<file path="src/rtl/axi4_burst_mgr_if.sv">
// AXI4 bus bundle shared by the burst manager and its subordinate.
// Carries the AW/W/B/AR/R channels; ID width is a parameter.
interface axi4_bus_if #(
    parameter int ADDR_W = 32,
    parameter int DATA_W = 64,
    parameter int ID_W   = 4
);
    logic [ID_W-1:0]     aw_id;
    logic [ADDR_W-1:0]   aw_addr;
    logic [7:0]          aw_len;
    logic [2:0]          aw_size;
    logic [1:0]          aw_burst;
    logic                aw_lock;
    logic [3:0]          aw_cache;
    logic [2:0]          aw_prot;
    logic [3:0]          aw_qos;
    logic                aw_valid;
    logic                aw_ready;

    logic [DATA_W-1:0]   w_data;
    logic [DATA_W/8-1:0] w_strb;
    logic                w_last;
    logic                w_valid;
    logic                w_ready;

    logic [1:0]          b_resp;
    logic                b_valid;
    logic                b_ready;

    logic [ID_W-1:0]     ar_id;
    logic [ADDR_W-1:0]   ar_addr;
    logic [7:0]          ar_len;
    logic [2:0]          ar_size;
    logic [1:0]          ar_burst;
    logic                ar_lock;
    logic [3:0]          ar_cache;
    logic [2:0]          ar_prot;
    logic [3:0]          ar_qos;
    logic                ar_valid;
    logic                ar_ready;

    logic [DATA_W-1:0]   r_data;
    logic [1:0]          r_resp;
    logic                r_last;
    logic                r_valid;
    logic                r_ready;

    modport Manager (
        output aw_id, aw_addr, aw_len, aw_size, aw_burst, aw_lock, aw_cache, aw_prot, aw_qos, aw_valid,
        input  aw_ready,
        output w_data, w_strb, w_last, w_valid,
        input  w_ready,
        input  b_resp, b_valid,
        output b_ready,
        output ar_id, ar_addr, ar_len, ar_size, ar_burst, ar_lock, ar_cache, ar_prot, ar_qos, ar_valid,
        input  ar_ready,
        input  r_data, r_resp, r_last, r_valid,
        output r_ready
    );

    modport Subordinate (
        input  aw_id, aw_addr, aw_len, aw_size, aw_burst, aw_lock, aw_cache, aw_prot, aw_qos, aw_valid,
        output aw_ready,
        input  w_data, w_strb, w_last, w_valid,
        output w_ready,
        output b_resp, b_valid,
        input  b_ready,
        input  ar_id, ar_addr, ar_len, ar_size, ar_burst, ar_lock, ar_cache, ar_prot, ar_qos, ar_valid,
        output ar_ready,
        output r_data, r_resp, r_last, r_valid,
        input  r_ready
    );
endinterface

</file>
<file path="src/rtl/axi4_burst_mgr.sv">
// AXI4 burst manager: independent read and write engines moving a beat count between
// FIFO-style streams and AXI4, splitting into INCR bursts at MAX_BURST_LEN and 4KB boundaries.
module axi4_burst_mgr #(
    parameter int AXI_ADDR_WIDTH   = 32,
    parameter int AXI_DATA_WIDTH   = 64,
    parameter int DATA_COUNT_WIDTH = 16,
    parameter int MAX_BURST_LEN    = 256,
    parameter int AXI_ID_WIDTH     = 4,
    parameter int WR_ID            = 0,
    parameter int RD_ID            = 0
) (
    input  logic                        clk_i,
    input  logic                        rstn_i,

    input  logic                        wr_start_i,
    input  logic [AXI_ADDR_WIDTH-1:0]   wr_addr_i,
    input  logic [DATA_COUNT_WIDTH-1:0] wr_count_i,
    input  logic [AXI_DATA_WIDTH-1:0]   wr_data_i,
    input  logic                        wr_data_valid_i,
    output logic                        wr_data_ready_o,
    output logic                        wr_busy_o,
    output logic                        wr_done_o,
    output logic [1:0]                  wr_err_o,

    input  logic                        rd_start_i,
    input  logic [AXI_ADDR_WIDTH-1:0]   rd_addr_i,
    input  logic [DATA_COUNT_WIDTH-1:0] rd_count_i,
    output logic [AXI_DATA_WIDTH-1:0]   rd_data_o,
    output logic                        rd_data_valid_o,
    input  logic                        rd_data_ready_i,
    output logic                        rd_busy_o,
    output logic                        rd_done_o,
    output logic [1:0]                  rd_err_o,
    output logic                        rd_last_err_o,

    axi4_bus_if.Manager                 axi_mgr_if
);

    localparam int BPB = AXI_DATA_WIDTH / 8;
    localparam int LB  = $clog2(BPB);
    localparam logic [AXI_ADDR_WIDTH-1:0] ALIGN_MASK = ~AXI_ADDR_WIDTH'(BPB - 1);

    typedef enum logic [1:0] {WR_IDLE, WR_AW, WR_W, WR_B} wr_state_e;
    typedef enum logic [1:0] {RD_IDLE, RD_AR, RD_R}       rd_state_e;

    // Beats in the next burst: limited by what is left, the burst cap and the 4KB page.
    function automatic logic [8:0] burst_len(input logic [11:0] a_lo,
                                             input logic [DATA_COUNT_WIDTH-1:0] rem);
        logic [12:0] room;
        logic [8:0]  n;
        room = (13'd4096 - {1'b0, a_lo}) >> LB;
        n    = 9'(MAX_BURST_LEN);
        if (32'(rem) < 32'(n)) n = 9'(rem);
        if (13'(n) > room)     n = 9'(room);
        return n;
    endfunction

    wr_state_e                     wr_state_q, wr_state_d;
    logic [AXI_ADDR_WIDTH-1:0]     wr_addr_q, wr_addr_d;
    logic [DATA_COUNT_WIDTH-1:0]   wr_rem_q, wr_rem_d;
    logic [8:0]                    wr_len_q, wr_len_d, wr_len_c;
    logic [8:0]                    wr_beat_q, wr_beat_d;
    logic [1:0]                    wr_err_q, wr_err_d;
    logic                          wr_done_q, wr_done_d;

    rd_state_e                     rd_state_q, rd_state_d;
    logic [AXI_ADDR_WIDTH-1:0]     rd_addr_q, rd_addr_d;
    logic [DATA_COUNT_WIDTH-1:0]   rd_rem_q, rd_rem_d;
    logic [8:0]                    rd_len_q, rd_len_d, rd_len_c;
    logic [8:0]                    rd_beat_q, rd_beat_d;
    logic [1:0]                    rd_err_q, rd_err_d;
    logic                          rd_lerr_q, rd_lerr_d;
    logic                          rd_done_q, rd_done_d;

    assign wr_len_c = burst_len(wr_addr_q[11:0], wr_rem_q);
    assign rd_len_c = burst_len(rd_addr_q[11:0], rd_rem_q);

    assign axi_mgr_if.aw_id    = AXI_ID_WIDTH'(WR_ID);
    assign axi_mgr_if.aw_addr  = wr_addr_q;
    assign axi_mgr_if.aw_len   = 8'(wr_len_c - 9'd1);
    assign axi_mgr_if.aw_size  = 3'(LB);
    assign axi_mgr_if.aw_burst = 2'b01;
    assign axi_mgr_if.aw_lock  = 1'b0;
    assign axi_mgr_if.aw_cache = 4'd0;
    assign axi_mgr_if.aw_prot  = 3'd0;
    assign axi_mgr_if.aw_qos   = 4'd0;
    assign axi_mgr_if.w_data   = wr_data_i;
    assign axi_mgr_if.w_strb   = '1;

    assign axi_mgr_if.ar_id    = AXI_ID_WIDTH'(RD_ID);
    assign axi_mgr_if.ar_addr  = rd_addr_q;
    assign axi_mgr_if.ar_len   = 8'(rd_len_c - 9'd1);
    assign axi_mgr_if.ar_size  = 3'(LB);
    assign axi_mgr_if.ar_burst = 2'b01;
    assign axi_mgr_if.ar_lock  = 1'b0;
    assign axi_mgr_if.ar_cache = 4'd0;
    assign axi_mgr_if.ar_prot  = 3'd0;
    assign axi_mgr_if.ar_qos   = 4'd0;

    assign wr_busy_o     = (wr_state_q != WR_IDLE);
    assign wr_done_o     = wr_done_q;
    assign wr_err_o      = wr_err_q;
    assign rd_busy_o     = (rd_state_q != RD_IDLE);
    assign rd_done_o     = rd_done_q;
    assign rd_err_o      = rd_err_q;
    assign rd_last_err_o = rd_lerr_q;

    // A pending done pulse blocks a start in the same cycle, so done wins.
    always_comb begin
        wr_state_d = wr_state_q;
        wr_addr_d  = wr_addr_q;
        wr_rem_d   = wr_rem_q;
        wr_len_d   = wr_len_q;
        wr_beat_d  = wr_beat_q;
        wr_err_d   = wr_err_q;
        wr_done_d  = 1'b0;
        axi_mgr_if.aw_valid = 1'b0;
        axi_mgr_if.w_valid  = 1'b0;
        axi_mgr_if.w_last   = 1'b0;
        axi_mgr_if.b_ready  = 1'b0;
        wr_data_ready_o     = 1'b0;
        case (wr_state_q)
            WR_IDLE: begin
                if (wr_start_i && !wr_done_q) begin
                    wr_addr_d = wr_addr_i & ALIGN_MASK;
                    wr_rem_d  = wr_count_i;
                    wr_err_d  = 2'b00;
                    if (wr_count_i == '0) wr_done_d  = 1'b1;
                    else                  wr_state_d = WR_AW;
                end
            end
            WR_AW: begin
                axi_mgr_if.aw_valid = 1'b1;
                if (axi_mgr_if.aw_ready) begin
                    wr_len_d   = wr_len_c;
                    wr_beat_d  = 9'd0;
                    wr_addr_d  = wr_addr_q + (AXI_ADDR_WIDTH'(wr_len_c) << LB);
                    wr_rem_d   = wr_rem_q - DATA_COUNT_WIDTH'(wr_len_c);
                    wr_state_d = WR_W;
                end
            end
            WR_W: begin
                axi_mgr_if.w_valid = wr_data_valid_i;
                axi_mgr_if.w_last  = (wr_beat_q == wr_len_q - 9'd1);
                wr_data_ready_o    = wr_data_valid_i & axi_mgr_if.w_ready;
                if (wr_data_valid_i && axi_mgr_if.w_ready) begin
                    wr_beat_d = wr_beat_q + 9'd1;
                    if (wr_beat_q == wr_len_q - 9'd1) wr_state_d = WR_B;
                end
            end
            WR_B: begin
                axi_mgr_if.b_ready = 1'b1;
                if (axi_mgr_if.b_valid) begin
                    if (wr_err_q == 2'b00) wr_err_d = axi_mgr_if.b_resp;
                    if (wr_rem_q != '0) begin
                        wr_state_d = WR_AW;
                    end else begin
                        wr_done_d  = 1'b1;
                        wr_state_d = WR_IDLE;
                    end
                end
            end
            default: wr_state_d = WR_IDLE;
        endcase
    end

    always_comb begin
        rd_state_d = rd_state_q;
        rd_addr_d  = rd_addr_q;
        rd_rem_d   = rd_rem_q;
        rd_len_d   = rd_len_q;
        rd_beat_d  = rd_beat_q;
        rd_err_d   = rd_err_q;
        rd_lerr_d  = rd_lerr_q;
        rd_done_d  = 1'b0;
        axi_mgr_if.ar_valid = 1'b0;
        axi_mgr_if.r_ready  = 1'b0;
        rd_data_valid_o     = 1'b0;
        rd_data_o           = '0;
        case (rd_state_q)
            RD_IDLE: begin
                if (rd_start_i && !rd_done_q) begin
                    rd_addr_d = rd_addr_i & ALIGN_MASK;
                    rd_rem_d  = rd_count_i;
                    rd_err_d  = 2'b00;
                    rd_lerr_d = 1'b0;
                    if (rd_count_i == '0) rd_done_d  = 1'b1;
                    else                  rd_state_d = RD_AR;
                end
            end
            RD_AR: begin
                axi_mgr_if.ar_valid = 1'b1;
                if (axi_mgr_if.ar_ready) begin
                    rd_len_d   = rd_len_c;
                    rd_beat_d  = 9'd0;
                    rd_addr_d  = rd_addr_q + (AXI_ADDR_WIDTH'(rd_len_c) << LB);
                    rd_rem_d   = rd_rem_q - DATA_COUNT_WIDTH'(rd_len_c);
                    rd_state_d = RD_R;
                end
            end
            RD_R: begin
                axi_mgr_if.r_ready = rd_data_ready_i;
                rd_data_valid_o    = axi_mgr_if.r_valid;
                rd_data_o          = axi_mgr_if.r_data;
                // The beat count is authoritative; r_last is only cross-checked against it.
                if (axi_mgr_if.r_valid && rd_data_ready_i) begin
                    rd_beat_d = rd_beat_q + 9'd1;
                    if (rd_err_q == 2'b00) rd_err_d = axi_mgr_if.r_resp;
                    if (axi_mgr_if.r_last != (rd_beat_q == rd_len_q - 9'd1)) rd_lerr_d = 1'b1;
                    if (rd_beat_q == rd_len_q - 9'd1) begin
                        if (rd_rem_q != '0) begin
                            rd_state_d = RD_AR;
                        end else begin
                            rd_done_d  = 1'b1;
                            rd_state_d = RD_IDLE;
                        end
                    end
                end
            end
            default: rd_state_d = RD_IDLE;
        endcase
    end

    always_ff @(posedge clk_i or negedge rstn_i) begin
        if (!rstn_i) begin
            wr_state_q <= WR_IDLE;
            wr_err_q   <= 2'b00;
            wr_done_q  <= 1'b0;
            rd_state_q <= RD_IDLE;
            rd_err_q   <= 2'b00;
            rd_lerr_q  <= 1'b0;
            rd_done_q  <= 1'b0;
        end else begin
            wr_state_q <= wr_state_d;
            wr_err_q   <= wr_err_d;
            wr_done_q  <= wr_done_d;
            rd_state_q <= rd_state_d;
            rd_err_q   <= rd_err_d;
            rd_lerr_q  <= rd_lerr_d;
            rd_done_q  <= rd_done_d;
        end
    end

    // Address/count/beat registers are always written before use, so they need no reset.
    always_ff @(posedge clk_i) begin
        wr_addr_q <= wr_addr_d;
        wr_rem_q  <= wr_rem_d;
        wr_len_q  <= wr_len_d;
        wr_beat_q <= wr_beat_d;
        rd_addr_q <= rd_addr_d;
        rd_rem_q  <= rd_rem_d;
        rd_len_q  <= rd_len_d;
        rd_beat_q <= rd_beat_d;
    end

endmodule

</file>
<file path="src/flat_wrapper.sv">
// flat-port wrapper written by rule: the top's interface ports become plain ports
module axi4_burst_mgr_flat 
#(
    parameter int AXI_ADDR_WIDTH   = 32,
    parameter int AXI_DATA_WIDTH   = 64,
    parameter int DATA_COUNT_WIDTH = 16,
    parameter int MAX_BURST_LEN    = 256,
    parameter int AXI_ID_WIDTH     = 4,
    parameter int WR_ID            = 0,
    parameter int RD_ID            = 0
)
  (clk_i, rstn_i, wr_start_i, wr_addr_i, wr_count_i, wr_data_i, wr_data_valid_i, wr_data_ready_o, wr_busy_o, wr_done_o, wr_err_o, rd_start_i, rd_addr_i, rd_count_i, rd_data_o, rd_data_valid_o, rd_data_ready_i, rd_busy_o, rd_done_o, rd_err_o, rd_last_err_o, axi_mgr_if_aw_id, axi_mgr_if_aw_addr, axi_mgr_if_aw_len, axi_mgr_if_aw_size, axi_mgr_if_aw_burst, axi_mgr_if_aw_lock, axi_mgr_if_aw_cache, axi_mgr_if_aw_prot, axi_mgr_if_aw_qos, axi_mgr_if_aw_valid, axi_mgr_if_aw_ready, axi_mgr_if_w_data, axi_mgr_if_w_strb, axi_mgr_if_w_last, axi_mgr_if_w_valid, axi_mgr_if_w_ready, axi_mgr_if_b_resp, axi_mgr_if_b_valid, axi_mgr_if_b_ready, axi_mgr_if_ar_id, axi_mgr_if_ar_addr, axi_mgr_if_ar_len, axi_mgr_if_ar_size, axi_mgr_if_ar_burst, axi_mgr_if_ar_lock, axi_mgr_if_ar_cache, axi_mgr_if_ar_prot, axi_mgr_if_ar_qos, axi_mgr_if_ar_valid, axi_mgr_if_ar_ready, axi_mgr_if_r_data, axi_mgr_if_r_resp, axi_mgr_if_r_last, axi_mgr_if_r_valid, axi_mgr_if_r_ready);
  axi4_bus_if #(.ADDR_W((32)), .DATA_W((64)), .ID_W(4)) axi_mgr_if_i ();
  input  logic clk_i;
  input  logic rstn_i;
  input  logic wr_start_i;
  input  logic [AXI_ADDR_WIDTH-1:0] wr_addr_i;
  input  logic [DATA_COUNT_WIDTH-1:0] wr_count_i;
  input  logic [AXI_DATA_WIDTH-1:0] wr_data_i;
  input  logic wr_data_valid_i;
  output logic wr_data_ready_o;
  output logic wr_busy_o;
  output logic wr_done_o;
  output logic [1:0] wr_err_o;
  input  logic rd_start_i;
  input  logic [AXI_ADDR_WIDTH-1:0] rd_addr_i;
  input  logic [DATA_COUNT_WIDTH-1:0] rd_count_i;
  output logic [AXI_DATA_WIDTH-1:0] rd_data_o;
  output logic rd_data_valid_o;
  input  logic rd_data_ready_i;
  output logic rd_busy_o;
  output logic rd_done_o;
  output logic [1:0] rd_err_o;
  output logic rd_last_err_o;
  output wire logic [$bits(axi_mgr_if_i.aw_id)-1:0] axi_mgr_if_aw_id;
  output wire logic [$bits(axi_mgr_if_i.aw_addr)-1:0] axi_mgr_if_aw_addr;
  output wire logic [$bits(axi_mgr_if_i.aw_len)-1:0] axi_mgr_if_aw_len;
  output wire logic [$bits(axi_mgr_if_i.aw_size)-1:0] axi_mgr_if_aw_size;
  output wire logic [$bits(axi_mgr_if_i.aw_burst)-1:0] axi_mgr_if_aw_burst;
  output wire logic [$bits(axi_mgr_if_i.aw_lock)-1:0] axi_mgr_if_aw_lock;
  output wire logic [$bits(axi_mgr_if_i.aw_cache)-1:0] axi_mgr_if_aw_cache;
  output wire logic [$bits(axi_mgr_if_i.aw_prot)-1:0] axi_mgr_if_aw_prot;
  output wire logic [$bits(axi_mgr_if_i.aw_qos)-1:0] axi_mgr_if_aw_qos;
  output wire logic [$bits(axi_mgr_if_i.aw_valid)-1:0] axi_mgr_if_aw_valid;
  input wire logic [$bits(axi_mgr_if_i.aw_ready)-1:0] axi_mgr_if_aw_ready;
  output wire logic [$bits(axi_mgr_if_i.w_data)-1:0] axi_mgr_if_w_data;
  output wire logic [$bits(axi_mgr_if_i.w_strb)-1:0] axi_mgr_if_w_strb;
  output wire logic [$bits(axi_mgr_if_i.w_last)-1:0] axi_mgr_if_w_last;
  output wire logic [$bits(axi_mgr_if_i.w_valid)-1:0] axi_mgr_if_w_valid;
  input wire logic [$bits(axi_mgr_if_i.w_ready)-1:0] axi_mgr_if_w_ready;
  input wire logic [$bits(axi_mgr_if_i.b_resp)-1:0] axi_mgr_if_b_resp;
  input wire logic [$bits(axi_mgr_if_i.b_valid)-1:0] axi_mgr_if_b_valid;
  output wire logic [$bits(axi_mgr_if_i.b_ready)-1:0] axi_mgr_if_b_ready;
  output wire logic [$bits(axi_mgr_if_i.ar_id)-1:0] axi_mgr_if_ar_id;
  output wire logic [$bits(axi_mgr_if_i.ar_addr)-1:0] axi_mgr_if_ar_addr;
  output wire logic [$bits(axi_mgr_if_i.ar_len)-1:0] axi_mgr_if_ar_len;
  output wire logic [$bits(axi_mgr_if_i.ar_size)-1:0] axi_mgr_if_ar_size;
  output wire logic [$bits(axi_mgr_if_i.ar_burst)-1:0] axi_mgr_if_ar_burst;
  output wire logic [$bits(axi_mgr_if_i.ar_lock)-1:0] axi_mgr_if_ar_lock;
  output wire logic [$bits(axi_mgr_if_i.ar_cache)-1:0] axi_mgr_if_ar_cache;
  output wire logic [$bits(axi_mgr_if_i.ar_prot)-1:0] axi_mgr_if_ar_prot;
  output wire logic [$bits(axi_mgr_if_i.ar_qos)-1:0] axi_mgr_if_ar_qos;
  output wire logic [$bits(axi_mgr_if_i.ar_valid)-1:0] axi_mgr_if_ar_valid;
  input wire logic [$bits(axi_mgr_if_i.ar_ready)-1:0] axi_mgr_if_ar_ready;
  input wire logic [$bits(axi_mgr_if_i.r_data)-1:0] axi_mgr_if_r_data;
  input wire logic [$bits(axi_mgr_if_i.r_resp)-1:0] axi_mgr_if_r_resp;
  input wire logic [$bits(axi_mgr_if_i.r_last)-1:0] axi_mgr_if_r_last;
  input wire logic [$bits(axi_mgr_if_i.r_valid)-1:0] axi_mgr_if_r_valid;
  output wire logic [$bits(axi_mgr_if_i.r_ready)-1:0] axi_mgr_if_r_ready;
  assign axi_mgr_if_aw_id = axi_mgr_if_i.aw_id;
  assign axi_mgr_if_aw_addr = axi_mgr_if_i.aw_addr;
  assign axi_mgr_if_aw_len = axi_mgr_if_i.aw_len;
  assign axi_mgr_if_aw_size = axi_mgr_if_i.aw_size;
  assign axi_mgr_if_aw_burst = axi_mgr_if_i.aw_burst;
  assign axi_mgr_if_aw_lock = axi_mgr_if_i.aw_lock;
  assign axi_mgr_if_aw_cache = axi_mgr_if_i.aw_cache;
  assign axi_mgr_if_aw_prot = axi_mgr_if_i.aw_prot;
  assign axi_mgr_if_aw_qos = axi_mgr_if_i.aw_qos;
  assign axi_mgr_if_aw_valid = axi_mgr_if_i.aw_valid;
  assign axi_mgr_if_i.aw_ready = axi_mgr_if_aw_ready;
  assign axi_mgr_if_w_data = axi_mgr_if_i.w_data;
  assign axi_mgr_if_w_strb = axi_mgr_if_i.w_strb;
  assign axi_mgr_if_w_last = axi_mgr_if_i.w_last;
  assign axi_mgr_if_w_valid = axi_mgr_if_i.w_valid;
  assign axi_mgr_if_i.w_ready = axi_mgr_if_w_ready;
  assign axi_mgr_if_i.b_resp = axi_mgr_if_b_resp;
  assign axi_mgr_if_i.b_valid = axi_mgr_if_b_valid;
  assign axi_mgr_if_b_ready = axi_mgr_if_i.b_ready;
  assign axi_mgr_if_ar_id = axi_mgr_if_i.ar_id;
  assign axi_mgr_if_ar_addr = axi_mgr_if_i.ar_addr;
  assign axi_mgr_if_ar_len = axi_mgr_if_i.ar_len;
  assign axi_mgr_if_ar_size = axi_mgr_if_i.ar_size;
  assign axi_mgr_if_ar_burst = axi_mgr_if_i.ar_burst;
  assign axi_mgr_if_ar_lock = axi_mgr_if_i.ar_lock;
  assign axi_mgr_if_ar_cache = axi_mgr_if_i.ar_cache;
  assign axi_mgr_if_ar_prot = axi_mgr_if_i.ar_prot;
  assign axi_mgr_if_ar_qos = axi_mgr_if_i.ar_qos;
  assign axi_mgr_if_ar_valid = axi_mgr_if_i.ar_valid;
  assign axi_mgr_if_i.ar_ready = axi_mgr_if_ar_ready;
  assign axi_mgr_if_i.r_data = axi_mgr_if_r_data;
  assign axi_mgr_if_i.r_resp = axi_mgr_if_r_resp;
  assign axi_mgr_if_i.r_last = axi_mgr_if_r_last;
  assign axi_mgr_if_i.r_valid = axi_mgr_if_r_valid;
  assign axi_mgr_if_r_ready = axi_mgr_if_i.r_ready;
  axi4_burst_mgr #(.AXI_ADDR_WIDTH(AXI_ADDR_WIDTH), .AXI_DATA_WIDTH(AXI_DATA_WIDTH), .DATA_COUNT_WIDTH(DATA_COUNT_WIDTH), .MAX_BURST_LEN(MAX_BURST_LEN), .AXI_ID_WIDTH(AXI_ID_WIDTH), .WR_ID(WR_ID), .RD_ID(RD_ID)) u_core (.clk_i(clk_i), .rstn_i(rstn_i), .wr_start_i(wr_start_i), .wr_addr_i(wr_addr_i), .wr_count_i(wr_count_i), .wr_data_i(wr_data_i), .wr_data_valid_i(wr_data_valid_i), .wr_data_ready_o(wr_data_ready_o), .wr_busy_o(wr_busy_o), .wr_done_o(wr_done_o), .wr_err_o(wr_err_o), .rd_start_i(rd_start_i), .rd_addr_i(rd_addr_i), .rd_count_i(rd_count_i), .rd_data_o(rd_data_o), .rd_data_valid_o(rd_data_valid_o), .rd_data_ready_i(rd_data_ready_i), .rd_busy_o(rd_busy_o), .rd_done_o(rd_done_o), .rd_err_o(rd_err_o), .rd_last_err_o(rd_last_err_o), .axi_mgr_if(axi_mgr_if_i));
endmodule
</file>
<file path="config.mk">
export PLATFORM = sky130hd
export DESIGN_NAME = axi4_burst_mgr_flat
export DESIGN_NICKNAME = d
export VERILOG_FILES = /design/src/rtl/axi4_burst_mgr_if.sv /design/src/rtl/axi4_burst_mgr.sv /design/src/flat_wrapper.sv
export SDC_FILE = /design/constraint.sdc
export NUM_CORES = 1
export LEC_CHECK = 0
export ABC_AREA = 0
export ABC_CLOCK_PERIOD_IN_PS = 16200
export CAP_MARGIN = 20
export CORE_AREA = 8 8 194 196
export DETAILED_ROUTE_END_ITERATION = 10
export DIE_AREA = 0 0 202 204
export MAX_ROUTING_LAYER = met4
export PLACE_DENSITY_LB_ADDON = 0.25
export RECOVER_POWER = 50
export SETUP_SLACK_MARGIN = 0.1
export SLEW_MARGIN = 25
export SYNTH_ARGS = -nofsm -noshare
export SYNTH_HDL_FRONTEND = slang
export SYNTH_SLANG_ARGS = --single-unit
</file>
<file path="constraint.sdc">
create_clock -name clk_i -period 16.2 [get_ports clk_i]
set_input_delay 3.24 -clock clk_i [delete_from_list [all_inputs] [get_ports clk_i]]
set_output_delay 3.24 -clock clk_i [all_outputs]
set_load 0.05 [all_outputs]
</file>
==> results_dict.tcl, run 1 <==
set metrics [dict create \
    status "complete, but fails checks" \
    violations_in_the_final_reports "max-capacitance violations, max-slew violations" \
    max-clock-path-buffers 2 \
    die_w_um 202 \
    filler_cell_count 3396 \
    floorplan.initialDensity 0.350 \
    grt_pass1_wl_um 59600 \
    setup_repair_after_global_routing_missed_its_margin "false" \
    cp_num_cells 18 \
    yosys.area.top_type "sky130_fd_sc_hd__edfxtp_1" \
    post-route-min-period_ps 10250 \
    detail_route.iter0.violations 731 \
    final_nets 1939 \
    hold-worst-slack_ps 555 \
    grt-ovfl-total 0 \
    grt_pass1_vias 10700 \
    timing_hold_violations_final 0 \
    syn_area_um2 12200 \
    track_usage 0.184 \
    share_of_layout_cells_above_drive_strength_1 0.0591 \
    global_route.usage.met1 0.239 \
    p_switching_mw 2.25 \
    area_share_of_the_largest_cell_type_after_synthesis 0.310 \
    die-area_um2 41200 \
    clock_skew_ps 10.8 \
    ffs_w_async_s_r_synth 0.0803 \
    p_int_mw 1.93 \
    worst_setup_hold_path_clk_slew_ps 60 \
    chipHeight_um 204 \
    cpMaxStageDelayCell "sky130_fd_sc_hd__a21oi_1" \
    ir_drop_mv 0.352 \
    io_pins 515 \
    cts_hold_repair.buffers 0 \
    synth-adder-area-share 0.0630 \
    ff2ff_setup_slack_ps 9170 \
    path_delay_family "simple AND/OR/NAND/NOR gates" \
    timing.max_cap.violations 4 \
    criticalPathCategory "reg2out" \
    timing.final.setup_violations 0 \
    post_route_wl_um 38300 \
    cts_tree "built" \
    routed-via-count 10800 \
    design.core.area_um2 34800 \
    share_clk_of_total_power 0.103 \
    yosysWarningCount 0 \
    synthesis.area_per_instance_um2 8.67 \
    grt-busiest-layer "met2" \
    critical_path_arrival_ps 7010 \
    synth-compound-area-share 0.167 \
    post_synth_most_frequent_cells "sky130_fd_sc_hd__nand2_1, sky130_fd_sc_hd__edfxtp_1, sky130_fd_sc_hd__buf_4" \
    power-per-cell-area_nw_per_um2 264 \
    distinct_cells_synth 89 \
    gp_routability_congestion 0.928 \
    cp_buf_inv_count 3 \
    worstSetupEndpointType "output pin" \
    worst-endpoint-required_ps 12960 \
    route.detailed.vias_per_inst 5.09 \
    globalRouteMet3Util 0.0433 \
    synthMuxAreaShare 0.0143 \
    r2r.worst_path.cells 24 \
    clkLatencyLatePin_ps 440 \
    critPathLaunch "u_core.axi_mgr_if.aw_addr[4]" \
    leakagePower_nw 6.04 \
    comb_power_share 0.689 \
    hold_class "reg2reg" \
    combinational_family_with_the_most_area_after_synthesis "simple AND/OR/NAND/NOR gates" \
    slew_viol_final 120 \
    min_period_over_period 0.633 \
    num_cts_buffers 17 \
    regToRegEndpoint "u_core.axi_mgr_if.aw_addr[17]" \
    global_route.usage.met2 0.279 \
    share_seq_of_total_power 0.208 \
    yosysSeqAreaShare 0.333 \
    path_max_fanout 18 \
    tns_ps 0 \
    clock_sinks 137 \
    ys_dominant_reg_cell "sky130_fd_sc_hd__edfxtp_1" \
    cp_cell_sequence "inv_1 > ha_1 > or4b_2 > nor2_1 > xnor2_1 > inv_1 > ha_1 > nand3_1 > nor3_1 > or2_2 > a21oi_1 > nor2_1 > nand2_1 > nand2_1 > or3_1 > nor4_1 > xor2_1 > clkdlybuf4s50_1" \
    timing.critical_path.to "axi_mgr_if_aw_len[7]" \
    ctsHtreeMaxLevel 4 \
    synth-edff-count 126 \
    relSlewSlack -0.811 \
    row_count 69 \
    non_filler_cells_in_the_finished_layout 2123 \
    post-synth-top-count-cell "sky130_fd_sc_hd__nand2_1" \
    clockRootBuffer "sky130_fd_sc_hd__clkbuf_16" \
    tightestPinTransition_ps 2720 \
    synth_seq_cells 137 \
    start_kind "flip-flop" \
    synthTopCellsByArea "sky130_fd_sc_hd__edfxtp_1, sky130_fd_sc_hd__buf_4, sky130_fd_sc_hd__xnor2_1" \
    grt_start_max_net_pins 87 \
    fmaxAchievable_mhz 97.6 \
    switching_share 0.538 \
    post_synth_and_or_nand_nor_area_fraction 0.214 \
    drtPass1Iterations 6 \
    max_stage_delay_ps 1130 \
    worstReg2RegStart "u_core.axi_mgr_if.aw_addr[4]" \
    place.port_buffers 324 \
    drt-wirelength-per-cell_um 18.0 \
    synth_xor_xnor_area_share 0.0992 \
    postCtsResizedCells 0 \
    post_dp_hpwl_um 29800 \
    grt_antenna_before_repair 4 \
    antenna_violation_net_count_after_detailed_routing 0 \
    placed_cell_count 2088 \
    area_growth_syn_to_layout_pct 29.8 \
    syn-instance-count 1406 \
    post-route-drc-count 0 \
    cts_post_setup_buffers_inserted 0 \
]
## worst reg2reg max path, delay by kind of cell (launching register included)
family,cells,cell delay (ps)
AOI/OAI and AO/OA,7,2730
and+or+nand+nor,7,1560
adders and majority gates,4,1040
DFF,1,520
buffers and inverters,4,490
xor gates and xnor gates,2,410
## sequential cells by signal, summed over array words and instances, names as in the netlist
register / cells
u_core.axi_mgr_if.ar_addr: 29
u_core.axi_mgr_if.aw_addr: 29
u_core.rd_beat_q: 9
u_core.rd_done_o: 1
u_core.rd_err_o: 2
u_core.rd_last_err_o: 1
u_core.rd_len_q: 9
u_core.rd_rem_q: 16
u_core.rd_state_q: 2
u_core.wr_beat_q: 9
u_core.wr_done_o: 1
u_core.wr_err_o: 2
u_core.wr_len_q: 9
u_core.wr_rem_q: 16
u_core.wr_state_q: 2
## worst min-delay path by stage
| stage | start | endpoint | slack (ps) | cells past startpoint |
|---|---|---|---|---|
| after floorplan | u_core.wr_state_q[0] | u_core.wr_state_q[0] | 510 | 1 |
| after global placement | u_core.wr_done_o | u_core.wr_done_o | 560 | 2 |
| after detailed placement | u_core.wr_done_o | u_core.wr_done_o | 550 | 2 |
| after CTS | u_core.wr_done_o | u_core.wr_done_o | 560 | 2 |
| after global routing | u_core.rd_last_err_o | u_core.rd_last_err_o | 590 | 1 |
| final | u_core.wr_done_o | u_core.wr_done_o | 560 | 2 |
## final cells by class
| class | count | area (µm²) | area share |
|---|---|---|---|
| Antenna cell | 3 | 7.51 | 0.000474 |
| Clock buffer | 20 | 457 | 0.0289 |
| Clock inverter | 12 | 173 | 0.0109 |
| Inverter | 64 | 241 | 0.0153 |
| Multi-Input combinational cell | 1092 | 6990 | 0.442 |
| Sequential cell | 137 | 4060 | 0.256 |
| Tap cell | 461 | 577 | 0.0364 |
| Timing Repair Buffer | 334 | 3320 | 0.210 |
## cells in the final DEF (no fill, tap or decap), drive strengths merged, types with 6 or more instances in the layout
master / count
and2: 83
clkinv: 9
nand4: 7
nor4: 18
o21bai: 6
o31ai: 9
inv: 61
nor2b: 11
nor3b: 10
ha: 51
edfxtp: 126
nor2: 120
clkbuf: 24
dlygate4sd3: 68
xnor2: 81
nor3: 32
dfrtp: 11
and3: 17
maj3: 9
a211oi: 8
a21oi: 84
clkdlybuf4s50: 256
or3: 18
nand3: 29
o211ai: 13
a21o: 12
o21a: 8
o21ai: 99
a31oi: 14
nand2: 134
o311ai: 6
buf: 6
nand2b: 7
or2: 10
mux2: 11
xor2: 57
conb: 56
## per-stage QoR
stage	instance area [µm²]	power (mW)	setup slack, ps	util
floorplan	12400	2.99	7560	-
global placement	15200	3.74	7410	0.437
detailed placement	15200	3.78	7380	0.438
CTS	15900	4.24	6860	0.456
global route	15800	4.48	5630	0.455
finish	15800	4.18	5950	0.455
## power groups by stage
stage | clock [mW] | sequential, mW | combinational [mW]
6_report | 0.430 | 0.872 | 2.88
5_1_grt | 0.453 | 0.903 | 3.13
4_1_cts | 0.442 | 0.865 | 2.93
3_5_place_dp | 0 | 0.868 | 2.91
3_3_place_gp | 0 | 0.862 | 2.88
2_1_floorplan | 0 | 1.07 | 1.92
## layer usage
metal	share of wire	wire length (µm)
met2	0.46	17600
met1	0.45	17300
met3	0.065	2490
met5	0	0
met4	0.022	835
## logic make-up after synthesis
logic type,Yosys count
and+or+nand+nor,512
adders and majority gates,62
other,2
muxes,16
xor gates and xnor gates,138
DFF,137
buffers and inverters,231
AOI/OAI and AO/OA,308
(Power assumes the default switching activity.)
==> run 2, diff against run 1 <==
ABC_CLOCK_PERIOD_IN_PS = 10200   (was 16200)
CORE_AREA = 8 8 191 193   (was 8 8 194 196)
DIE_AREA = 0 0 199 201   (was 0 0 202 204)
clock period = 10.2 ns   (was 16.2 ns; I/O delays follow)
==> run 2 against run 1 <==
  * The run still ends with max-capacitance violations, max-slew violations left
  * Count of clock-buffer cells in the layout up 2
  * Sequential share of layout area barely moved
  * Setup slack got worse by 4500 ps
  * Via count up 0.21%
  * Critical path type unchanged
  * Largest power group unchanged
  * Highest routed layer unchanged
==> results_dict.tcl, run 2 (synthesis results as in run 1) <==
set metrics [dict create \
    status "complete, but fails checks" \
    violations_in_the_final_reports "max-capacitance violations, max-slew violations" \
    globalRouteMet3Util 0.0629 \
    global_route.usage.met2 0.307 \
    antenna_violation_net_count_after_detailed_routing 0 \
    worstSetupEndpointType "output pin" \
    grt-ovfl-total 0 \
    timing_hold_violations_final 0 \
    post_dp_hpwl_um 31600 \
    grt_start_max_net_pins 87 \
    io_pins 515 \
    post_route_wl_um 40000 \
    timing.max_cap.violations 4 \
    share_seq_of_total_power 0.208 \
    num_cts_buffers 17 \
    leakagePower_nw 6.03 \
    global_route.usage.met1 0.249 \
    ctsHtreeMaxLevel 4 \
    power-per-cell-area_nw_per_um2 420 \
    relSlewSlack -0.855 \
    design.core.area_um2 33300 \
    placement.setup.worst_slack_ps 2680 \
    grt_antenna_before_repair 3 \
    holdPathStages 1 \
    min_period_over_period 0.860 \
    timing.final.setup_violations 0 \
    routed-via-count 10800 \
    path_max_fanout 13 \
    clock_skew_ps 21.8 \
    detail_route.iter0.violations 547 \
    worst-endpoint-required_ps 8160 \
    hold_class "reg2reg" \
    p_int_mw 3.05 \
    timing.hold.worst.start "u_core.rd_last_err_o" \
    post-route-drc-count 0 \
    start_kind "flip-flop" \
    timing.final.ws_setup_ps 1430 \
    setup_repair_after_global_routing_missed_its_margin "false" \
    cts_post_setup_buffers_inserted 0 \
    die-area_um2 40000 \
    critPathLaunch "u_core.axi_mgr_if.aw_addr[4]" \
    hold_path_end "u_core.rd_last_err_o" \
    final_nets 1939 \
    share_clk_of_total_power 0.100 \
    track_usage 0.200 \
    most_frequent_standard_cell_in_the_layout_excluding_fill_and_tap_cells "sky130_fd_sc_hd__clkdlybuf4s50_1" \
    cts_tree "built" \
    clockRootBuffer "sky130_fd_sc_hd__clkbuf_16" \
    tightestPinTransition_ps 2780 \
    postCtsResizedCells 0 \
    row_count 67 \
    max_stage_delay_ps 1190 \
    worst_setup_hold_path_clk_slew_ps 60 \
    drt-wirelength-per-cell_um 19.0 \
    post-route-min-period_ps 8770 \
    die_w_um 199 \
    hold-worst-slack_ps 527 \
    switching_share 0.540 \
    gp_routability_congestion 0.913 \
    cpMaxStageDelayCell "sky130_fd_sc_hd__o21ai_0" \
    clkLatencyLatePin_ps 440 \
    area_growth_syn_to_layout_pct 29.6 \
    critical_path_arrival_ps 6730 \
    worstReg2RegStart "u_core.axi_mgr_if.aw_addr[4]" \
    utilization 0.475 \
    floorplan.initialDensity 0.366 \
    share_of_layout_cells_above_drive_strength_1 0.0609 \
    max-clock-path-buffers 2 \
    ir_drop_mv 0.574 \
    total_power_mw 6.63 \
    chipHeight_um 201 \
    grt-busiest-layer "met2" \
    criticalPathCategory "reg2out" \
    cp_cell_sequence "inv_1 > ha_1 > or4b_2 > nor2_1 > xnor2_1 > inv_1 > ha_1 > and3_1 > o31a_1 > o21ai_0 > nand2_1 > o21ai_0 > nor4_1 > xor2_1 > clkdlybuf4s50_1" \
    cts_hold_repair.buffers 0 \
    place.port_buffers 324 \
    comb_power_share 0.692 \
    route.detailed.vias_per_inst 5.14 \
    fmaxAchievable_mhz 114 \
    clock_sinks 137 \
    slew_viol_final 145 \
    p_switching_mw 3.58 \
    grt_pass1_wl_um 61400 \
    r2r.worst_path.cells 19 \
    layout.cells.most_common_list "sky130_fd_sc_hd__clkdlybuf4s50_1, sky130_fd_sc_hd__nand2_1, sky130_fd_sc_hd__edfxtp_1, sky130_fd_sc_hd__nor2_1, sky130_fd_sc_hd__and2_1" \
    tns_ps 0 \
    regToRegEndpoint "u_core.axi_mgr_if.aw_addr[23]" \
    grt_pass1_vias 10700 \
    drtPass1Iterations 5 \
    ff2ff_setup_slack_ps 3120 \
]
-- run 2: per-layer routing --
| layer | vias to the layer above | part of all wire |
|---|---|---|
| met4 | 0 | 0.015 |
| met5 | - | 0 |
| met1 | 5137 | 0.43 |
| met2 | 372 | 0.47 |
| li1 | 5283 | - |
| met3 | 45 | 0.086 |
-- run 2: worst max path at each step --
stage / endpoint / slack (ps) / depth (start not counted)
global route: axi_mgr_if_aw_len[7] / 1030 / 15
CTS: axi_mgr_if_aw_len[7] / 2200 / 16
detailed placement: axi_mgr_if_aw_len[7] / 2680 / 16
global placement: axi_mgr_if_aw_len[7] / 2770 / 16
finish: axi_mgr_if_aw_len[7] / 1430 / 15
floorplan: axi_mgr_if_aw_len[7] / 2760 / 17
-- run 2: through the flow --
stage	cell area [µm²]	cells
3_3_place_gp	15200	2074
3_5_place_dp	15200	2074
2_1_floorplan	12400	1460
6_report	15800	2110
4_1_cts	15800	2106
5_1_grt	15800	2110
-- run 2: power groups by stage --
stage               combinational (mW)  clock [mW]  sequential (mW)
finish                            4.59       0.662             1.38
detailed placement                4.64           0             1.38
global placement                  4.59           0             1.37
floorplan                         3.05           0             1.70
global route                      4.97       0.701             1.43
CTS                               4.67       0.682             1.37
-- run 2: cell type report --
type	count	area [µm²]
fill	3244	17500
multi-input combinational	1092	7010
sequential	137	4060
timing repair buffer	334	3300
tap	448	561
clock buffer	22	474
inverter	64	241
clock inverter	10	141
antenna	3	7.51
-- run 2: worst max-delay path: cells and delay by family (launching register included) --
kind	cells	cell delay [ps]
AND/OR/NAND/NOR	5	1640
AO/OA/AOI/OAI	3	2100
flip-flops	1	500
buffers and inverters	3	1060
adder cells (fa/ha/maj)	2	520
XOR/XNOR	2	480
==> run 3, diff against run 2 <==
--- a/config.mk
+++ b/config.mk
@@ -13,3 +13,2 @@
 export DIE_AREA = 0 0 199 201
-export MAX_ROUTING_LAYER = met4
 export PLACE_DENSITY_LB_ADDON = 0.25
--- a/constraint.sdc
+++ b/constraint.sdc
@@ -3,2 +3,2 @@
 set_output_delay 2.04 -clock clk_i [all_outputs]
-set_load 0.05 [all_outputs]
+set_load 0.02 [all_outputs]
==> run 3 against run 2 <==
  * The run still ends with max-capacitance violations, max-slew violations left
  * First-iteration DRC count is 37% higher
  * Wire length is 0.98% lower
  * Global-route usage is 0.78 points lower
  * Combinational power is 15% lower
  * Count of clock-buffer cells in the layout is 2 higher
  * Fmax is 4.1% higher
  * Critical path depth is 1 higher
  * Worst hold slack better by 15 ps
  * Critical endpoint unchanged
  * Largest power group unchanged
==> results_dict.tcl, run 3 (synthesis results as in run 1) <==
set metrics [dict create \
    p_switching_mw 2.89 \
    clock_skew_ps 16.9 \
    path_delay_family "simple AND/OR/NAND/NOR gates" \
    post_route_wl_um 39700 \
    place.port_buffers 324 \
    num_cts_buffers 17 \
    p_int_mw 3.03 \
    start_kind "flip-flop" \
    leakagePower_nw 6.05 \
    ir_drop_mv 0.317 \
    hold_class "reg2reg" \
    worstReg2RegStart "u_core.axi_mgr_if.aw_addr[4]" \
    share_seq_of_total_power 0.233 \
    worst_setup_hold_path_clk_slew_ps 60 \
    tightestPinTransition_ps 2700 \
    grt-ovfl-total 0 \
    gp_routability_congestion 0.886 \
    share_of_layout_cells_above_drive_strength_1 0.0621 \
    criticalPathCategory "reg2out" \
    die-area_um2 40000 \
    row_count 67 \
    r2r.worst_path.cells 19 \
    worst-endpoint-required_ps 8160 \
    antenna_violation_net_count_after_detailed_routing 0 \
    max_stage_delay_ps 1100 \
    route.detailed.vias_per_inst 5.09 \
    cts_tree "built" \
    post-route-min-period_ps 8430 \
    ctsHtreeMaxLevel 4 \
    path_max_fanout 13 \
    clkLatencyLatePin_ps 440 \
    min_period_over_period 0.827 \
    violations_in_the_final_reports "max-capacitance violations, max-slew violations" \
    setup_repair_after_global_routing_missed_its_margin "false" \
    drtPass1Iterations 5 \
    grt_pass1_wl_um 60600 \
    cts_hold_repair.buffers 0 \
    drt-wirelength-per-cell_um 18.8 \
    holdPathStages 1 \
    fmaxAchievable_mhz 119 \
    power-per-cell-area_nw_per_um2 374 \
    worstSetupEndpointType "output pin" \
    max-clock-path-buffers 2 \
    area_growth_syn_to_layout_pct 29.7 \
    tns_ps 0 \
    final_nets 1939 \
    detail_route.iter0.violations 750 \
    cp_cell_sequence "inv_1 > ha_1 > or4b_2 > nor2_1 > xnor2_1 > inv_1 > ha_1 > and3_1 > o31a_1 > o21ai_0 > or2_2 > nand2_1 > or3_1 > nor4_1 > xor2_1 > clkdlybuf4s50_1" \
    regToRegEndpoint "u_core.axi_mgr_if.aw_addr[23]" \
    cp_num_cells 16 \
    non_filler_cells_in_the_finished_layout 2109 \
    cpMaxStageDelayCell "sky130_fd_sc_hd__o21ai_0" \
    routed-via-count 10700 \
    design.core.area_um2 33300 \
    comb_power_share 0.660 \
    slew_viol_final 92 \
    hold-worst-slack_ps 543 \
    timing.final.setup_violations 0 \
    hold_path_end "u_core.rd_last_err_o" \
    cp_buf_inv_count 3 \
    die_w_um 199 \
    grt_start_max_net_pins 87 \
    share_clk_of_total_power 0.107 \
    grt_antenna_before_repair 2 \
    cts_post_setup_buffers_inserted 0 \
    clock_sinks 137 \
    relSlewSlack -0.798 \
    timing_hold_violations_final 0 \
    critical_path_arrival_ps 6390 \
    layout.cells.most_common_list "sky130_fd_sc_hd__clkdlybuf4s50_1, sky130_fd_sc_hd__nand2_1, sky130_fd_sc_hd__edfxtp_1, sky130_fd_sc_hd__nor2_1, sky130_fd_sc_hd__and2_1" \
    timing.hold.worst.start "u_core.rd_last_err_o" \
    timing.max_cap.violations 2 \
    most_frequent_standard_cell_in_the_layout_excluding_fill_and_tap_cells "sky130_fd_sc_hd__clkdlybuf4s50_1" \
    io_pins 515 \
    clockRootBuffer "sky130_fd_sc_hd__clkbuf_16" \
    status "complete, but fails checks" \
    track_usage 0.192 \
    chipHeight_um 201 \
    switching_share 0.488 \
    placed_cell_count 2074 \
    ff2ff_setup_slack_ps 3300 \
    post_dp_hpwl_um 31500 \
    postCtsResizedCells 0 \
    grt_pass1_vias 10600 \
    post-route-drc-count 0 \
    floorplan.initialDensity 0.366 \
]
-- run 3: cell types whose count changed in the layout (fill, tap and decap cells not counted), sizes merged --
cell / change
buf: +1
bufinv: -3
clkbuf: +1
clkdlybuf4s50: -2
clkinv: +2
clkinvlp: -1
diode: -1
dlygate4sd3: +2
-- run 3: layout make-up --
cell class / count / area [µm²]
fillers: 3248 / 17500
multi-input cells: 1092 / 7010
flip-flops and latches: 137 / 4060
repair buffers: 334 / 3330
well taps: 448 / 561
clock buffers: 24 / 546
inverters: 64 / 241
clock inverters: 8 / 53.8
diodes: 2 / 5.00
-- run 3: per-layer routing --
metal | track usage | vias to the layer above | share of wire
li1 | - | 5286 | -
met1 | 0.242 | 5062 | 0.43
met2 | 0.304 | 335 | 0.47
met3 | 0.0714 | 43 | 0.087
met4 | 0.0492 | 0 | 0.016
met5 | 0 | - | 0
-- run 3: worst max path at each step --
| stage | slack, ps | from | end |
|---|---|---|---|
| floorplan | 3700 | u_core.axi_mgr_if.aw_addr[4] | axi_mgr_if_aw_len[7] |
| global placement | 2960 | u_core.axi_mgr_if.aw_addr[4] | axi_mgr_if_aw_len[7] |
| detailed placement | 2900 | u_core.axi_mgr_if.aw_addr[4] | axi_mgr_if_aw_len[7] |
| CTS | 2410 | u_core.axi_mgr_if.aw_addr[4] | axi_mgr_if_aw_len[7] |
| global route | 1230 | u_core.axi_mgr_if.aw_addr[4] | axi_mgr_if_aw_len[7] |
| finish | 1770 | u_core.axi_mgr_if.aw_addr[4] | axi_mgr_if_aw_len[7] |
-- run 3: stage by stage --
step | instance area, µm² | total power, mW | worst slack [ps] | utilization
floorplan | 12400 | 4.04 | 3700 | -
global placement | 15200 | 5.27 | 2960 | 0.457
CTS | 15800 | 5.99 | 2410 | 0.475
global route | 15800 | 6.38 | 1230 | 0.475
finish | 15800 | 5.92 | 1770 | 0.475
detailed placement | 15200 | 5.32 | 2900 | 0.457
-- run 3: power groups by stage --
stage	registers (mW)	clock network (mW)	logic (mW)
after CTS	1.37	0.650	3.98
final	1.38	0.634	3.91
after detailed placement	1.37	0	3.95
after global routing	1.43	0.669	4.28
after global placement	1.37	0	3.91
after floorplan	1.43	0	2.61
